--- src/rtl/max7219_rx.sv ---
// max7219_rx: oversampled receiver for the MAX7219 3-wire serial link.
// It captures 16-bit frames, decodes address/data and keeps a shadow copy of
// the display-controller register file (8 digit rows plus control registers).
module max7219_rx #(
    parameter int SYNC_STAGES = 2
) (
    input  logic       sys_clk,
    input  logic       _rst,
    input  logic       CS,
    input  logic       CLK,
    input  logic       Din,
    output logic       frame_valid,
    output logic       frame_err,
    output logic [3:0] addr,
    output logic [7:0] data,
    input  logic [2:0] rd_row,
    output logic [7:0] row_data,
    output logic [7:0] decode_mode,
    output logic [3:0] intensity,
    output logic [2:0] scan_limit,
    output logic       shutdown_n,
    output logic       disp_test
);

    typedef enum logic {IDLE = 1'b0, SHIFT = 1'b1} state_t;

    logic [SYNC_STAGES-1:0] r_cs_sync;
    logic [SYNC_STAGES-1:0] r_clk_sync;
    logic [SYNC_STAGES-1:0] r_din_sync;
    logic                   r_cs_d;
    logic                   r_clk_d;
    state_t                 r_state;
    state_t                 w_state_nxt;
    logic [15:0]            r_shift;
    logic [4:0]             r_cnt;
    logic [7:0]             r_digit [0:7];

    logic       w_cs_s, w_clk_s, w_din_s;
    logic       w_cs_fall, w_cs_rise, w_clk_rise;
    logic       w_clear, w_shift, w_close;
    logic       w_accept, w_reject;
    logic [3:0] w_addr;
    logic [7:0] w_data;

    // Synchronizer chains; CS idles high so its chain resets to 1, which also
    // turns a CS held low across reset release into a clean falling edge.
    always_ff @(posedge sys_clk or negedge _rst) begin
        if (!_rst) begin
            r_cs_sync  <= '1;
            r_clk_sync <= '0;
            r_din_sync <= '0;
            r_cs_d     <= 1'b1;
            r_clk_d    <= 1'b0;
        end else begin
            r_cs_sync  <= {r_cs_sync[SYNC_STAGES-2:0], CS};
            r_clk_sync <= {r_clk_sync[SYNC_STAGES-2:0], CLK};
            r_din_sync <= {r_din_sync[SYNC_STAGES-2:0], Din};
            r_cs_d     <= w_cs_s;
            r_clk_d    <= w_clk_s;
        end
    end

    assign w_cs_s     = r_cs_sync[SYNC_STAGES-1];
    assign w_clk_s    = r_clk_sync[SYNC_STAGES-1];
    assign w_din_s    = r_din_sync[SYNC_STAGES-1];
    assign w_cs_fall  = r_cs_d & ~w_cs_s;
    assign w_cs_rise  = ~r_cs_d & w_cs_s;
    assign w_clk_rise = w_clk_s & ~r_clk_d;

    // FSM state register
    always_ff @(posedge sys_clk or negedge _rst) begin
        if (!_rst) r_state <= IDLE;
        else       r_state <= w_state_nxt;
    end

    // Next-state and frame control; a CS rise in the same cycle as a CLK rise
    // closes the frame and drops that clock edge.
    always_comb begin
        w_state_nxt = r_state;
        w_clear     = 1'b0;
        w_shift     = 1'b0;
        w_close     = 1'b0;
        case (r_state)
            IDLE: begin
                if (w_cs_fall) begin
                    w_state_nxt = SHIFT;
                    w_clear     = 1'b1;
                end
            end
            SHIFT: begin
                if (w_cs_rise) begin
                    w_state_nxt = IDLE;
                    w_close     = 1'b1;
                end else if (w_clk_rise) begin
                    w_shift = 1'b1;
                end
            end
            default: w_state_nxt = IDLE;
        endcase
    end

    assign w_accept = w_close & (r_cnt == 5'd16);
    assign w_reject = w_close & (r_cnt != 5'd16);
    assign w_addr   = r_shift[11:8];
    assign w_data   = r_shift[7:0];

    // Shift register and bit counter; the counter sticks at 17 so any overrun
    // still reads as a bad length when CS rises.
    always_ff @(posedge sys_clk or negedge _rst) begin
        if (!_rst) begin
            r_shift <= '0;
            r_cnt   <= '0;
        end else if (w_clear) begin
            r_shift <= '0;
            r_cnt   <= '0;
        end else if (w_shift) begin
            r_shift <= {r_shift[14:0], w_din_s};
            if (r_cnt != 5'd17) r_cnt <= r_cnt + 5'd1;
        end
    end

    // Frame result pulses and the last accepted address/data
    always_ff @(posedge sys_clk or negedge _rst) begin
        if (!_rst) begin
            frame_valid <= 1'b0;
            frame_err   <= 1'b0;
            addr        <= '0;
            data        <= '0;
        end else begin
            frame_valid <= w_accept;
            frame_err   <= w_reject;
            if (w_accept) begin
                addr <= w_addr;
                data <= w_data;
            end
        end
    end

    // Register file writes from accepted frames; 0x0, 0xD, 0xE are no-ops
    always_ff @(posedge sys_clk or negedge _rst) begin
        if (!_rst) begin
            for (int i = 0; i < 8; i++) r_digit[i] <= '0;
            decode_mode <= '0;
            intensity   <= '0;
            scan_limit  <= '0;
            shutdown_n  <= 1'b0;
            disp_test   <= 1'b0;
        end else if (w_accept) begin
            case (w_addr)
                4'h1, 4'h2, 4'h3, 4'h4,
                4'h5, 4'h6, 4'h7, 4'h8: r_digit[w_addr[2:0] - 3'd1] <= w_data;
                4'h9:    decode_mode <= w_data;
                4'hA:    intensity   <= w_data[3:0];
                4'hB:    scan_limit  <= w_data[2:0];
                4'hC:    shutdown_n  <= w_data[0];
                4'hF:    disp_test   <= w_data[0];
                default: ;
            endcase
        end
    end

    // Registered digit readback
    always_ff @(posedge sys_clk or negedge _rst) begin
        if (!_rst) row_data <= '0;
        else       row_data <= r_digit[rd_row];
    end

endmodule

--- config.mk ---
export PLATFORM = sky130hd
export DESIGN_NAME = max7219_rx
export DESIGN_NICKNAME = d
export VERILOG_FILES = /design/src/rtl/max7219_rx.sv
export SDC_FILE = /design/constraint.sdc
export NUM_CORES = 1
export LEC_CHECK = 0
export ABC_AREA = 1
export BUFFER_PORTS_ARGS = -buffer_cell sky130_fd_sc_hd__buf_2
export CAP_MARGIN = 20
export CORE_ASPECT_RATIO = 1.75
export CORE_MARGIN = 1
export CORE_UTILIZATION = 55
export CTS_CLUSTER_DIAMETER = 40
export CTS_CLUSTER_SIZE = 10
export DETAILED_ROUTE_END_ITERATION = 8
export PLACE_DENSITY = 0.79
export SLEW_MARGIN = 5
export SYNTH_ARGS = -nofsm -noshare
export SYNTH_HDL_FRONTEND = slang
export SYNTH_SLANG_ARGS = --single-unit
--- constraint.sdc ---
create_clock -name sys_clk -period 3.65 [get_ports sys_clk]
set_clock_uncertainty 0.15 [all_clocks]
set_input_delay 1.095 -clock sys_clk [delete_from_list [all_inputs] [get_ports sys_clk]]
set_output_delay 1.095 -clock sys_clk [all_outputs]
set_load 0.02 [all_outputs]
==> run_results.csv <==
group,metric,value,unit
drt,vias,4866,
synth,synth_flop_cell,"dfrtp_1",
timing,grt_setup_unrepaired,"false",
drt,dr_wl_met2,7570,um
hold_path,hold-path-cell-count,0,
floorplanning,die_h,138,um
job,drv_cap,0,
layout,final_cell_area,0.00663,mm2
critical_path,path_class,"register to register",
synth,synth_fp_nets,674,
drt,ant_nets,0,
floorplanning,die_area,0.0109,mm2
critical_path,reg2reg_slack,0.99,ns
timing,slew_headroom,0.421,
hold_path,hp-start,"r_clk_sync[0]",
critical_path,cpPeakStageDelay,0.50,ns
cts,clk_pin_slew_worst_paths,0.06,ns
timing,hold_violations,0,
cts,cts.path.max_buffers,2,
critical_path,critPathRequiredTime,3.79,ns
placed_design,dp_slack,1.03,ns
timing,tightest_slew,0.867,ns
layout,final_nets,710,
synth,ys_ff_latch,129,
synth,yosys.area.top_type_share,0.546,
drt,top_layer,"met4",
floorplanning,die_w,79.5,um
floorplanning,core_area,0.0102,mm2
synth,synth_area_leader_cell,"dfrtp_1",
drt,drtIter0Drc,500,
cts,cts_buffers,17,
global_route,grt_max_degree,84,
global_route,grt_pass1_vias,4790,
synth,ys_warn_count,0,
synth,postSynthCellCount,659,
critical_path,startpoint_type,"register",
cts,tritoncts,"yes",
cts,h-tree-depth,4,
layout,antenna_cells,0,
pwr,power_density,519,mW/mm2
global_route,grt_overflow_total,0,
global_route,grt_usage,0.305,
synth,yosysUniqueCellTypes,23,
critical_path,cp-startpoint,"r_shift[8]",
timing,fmax,375,MHz
global_route,grt_first_pass_wirelength,24200,um
critical_path,cp_common_cell,"nand2_1",
pwr,p_leak,3.46,nW
critical_path,crit_path_end_kind,"register",
timing,fin_ws,0.986,ns
drt,dr.pass1.iters,7,
pwr,vdd_drop_max,418,uV
hold_path,min_path_type,"register to register",
drt,drc_errors,0,
critical_path,rr_worst_depth,10,
placed_design,hpwl,10200,um
critical_path,r2r_end,"r_digit[27]",
critical_path,cp_top_family,"simple AND/OR/NAND/NOR gates",
drt,wl_met1,5390,um
drt,routedWlPerCell,18.0,um
global_route,antenna_found_initial,0,
layout,fill_cells,824,
cts,post_cts_buffers,0,
placed_design,place_area,0.00603,mm2
critical_path,cp_num_buf_inv,3,
drt,via_per_inst,5.83,
drt,drt_wl_total,15100,um
floorplanning,start_util,0.564,
hold_path,whs_endpoint,"r_clk_sync[1]",
timing,finalSetupViolations,0,
pwr,finalPower,3.44,mW
synth,async_flop_share,1.00,
timing,timing.final.crit_period,2.66,ns
outcome,outcome,"completed",
placed_design,portBuffers,46,
floorplanning,io_pins,47,
synth,yosysMostFrequentCell,"nand2_1",
synth,synth_common_cells,"202 x nand2_1, 126 x dfrtp_1, 66 x nand4_1, 66 x o21ai_0, 48 x nor2_1",
synth,syn_area,0.00578,mm2
timing,fin_crit_sh,0.730,
critical_path,r2r-start,"r_shift[8]",
critical_path,cpMaxStageDelayCell,"dfrtp_1",
critical_path,crit_chain,"inv_2 -> ha_1 -> inv_1 -> nand2_1 -> nand2_1 -> nand2_2 -> buf_4 -> nand3_2 -> nand2_1 -> nand2_1",
synth,synth_edf_count,0,
cts,cts-root-buf,"clkbuf_16",
floorplanning,rows,49,
cts,clk_latency,0.42,ns
timing,tns,0,ns
cts,clock-sinks,129,
synth,synth.yosys.seq_area_share,0.559,
timing,drv_slew,0,
critical_path,cp.arrival,2.81,ns
cts,cts_resized,0,
synth,syn_area_per_cell,8.77,um2
cts,cts_hold_buf,0,
layout,syn_to_final_growth,14.7,%
synth,synth.area.top_cells,"dfrtp_1 55%, nand2_1 13%, nand4_1 7.1%",
drt,dr_wl_met3,826,um
placed_design,gp_routability_congestion,0.896,
critical_path,crit_fanout,36,
layout,drive_gt1_frac,0.155,
==> metrics by stage <==
stage | std cells | util | hold slack (ns)
floorplan | 659 | - | 0.181
global placement | 802 | 0.589 | 0.183
detailed placement | 803 | 0.589 | 0.186
CTS | 835 | 0.647 | 0.207
global route | 835 | 0.647 | 0.209
finish | 835 | 0.647 | 0.201
==> routing by layer <==
metal,global-route usage,vias to the layer above
li1,-,2286
met1,0.334,2303
met2,0.506,193
met3,0.0629,84
met4,0.243,0
met5,0,-
==> cells in the final DEF, fill, tap and decap left out, drive strengths merged <==
cell type / n
bufinv: 3
a21oi: 11
dfrtp: 126
clkinvlp: 4
nand2: 203
clkinv: 7
clkbuf: 18
nand4: 66
o22ai: 16
or2: 1
inv: 29
buf: 57
nor2: 57
o21ai: 66
ha: 7
dfstp: 3
nand3: 32
xor2: 2
==> logic make-up after synthesis <==
group,share of synthesized area
flip-flops,0.559
AO/OA/AOI/OAI,0.0840
XOR/XNOR,0.00303
adder cells (fa/ha/maj),0.0152
AND/OR/NAND/NOR,0.279
buffers and inverters,0.0600
==> where the power goes <==
| part | switching (mW) | internal (mW) |
|---|---|---|
| clock | 0.620 | 1.07 |
| sequential | 0.0489 | 1.47 |
| combinational | 0.159 | 0.0700 |
==> how the worst max path moves through the flow <==
stage / end / slack, ns / cells past startpoint
floorplan: row_data[5] / 1.66 / 6
global placement: row_data[6] / 1.05 / 6
detailed placement: row_data[2] / 1.03 / 6
CTS: r_digit[27] / 1.03 / 10
global route: r_digit[27] / 0.80 / 10
finish: r_digit[27] / 0.99 / 10
==> sequential cells by signal (all words and copies together) (netlist names) <==
| signal | flops |
|---|---|
| r_clk_d | 1 |
| disp_test | 1 |
| r_digit | 64 |
| r_din_sync | 2 |
| scan_limit | 3 |
| row_data | 8 |
| data | 8 |
| addr | 4 |
| r_state | 1 |
| frame_err | 1 |
| r_shift | 12 |
| r_cs_sync | 2 |
| frame_valid | 1 |
| intensity | 4 |
| shutdown_n | 1 |
| r_clk_sync | 2 |
| r_cs_d | 1 |
| decode_mode | 8 |
| r_cnt | 5 |
==> area by class of cell <==
| class | count | area (um2) | area share |
|---|---|---|---|
| Multi-Input combinational cell | 461 | 2210 | 0.333 |
| Clock buffer | 18 | 429 | 0.0648 |
| Tap cell | 127 | 159 | 0.0240 |
| Inverter | 29 | 109 | 0.0164 |
| Clock inverter | 14 | 166 | 0.0251 |
| Sequential cell | 129 | 3230 | 0.488 |
| Timing Repair Buffer | 57 | 325 | 0.0491 |
(Power assumes the default switching activity.)
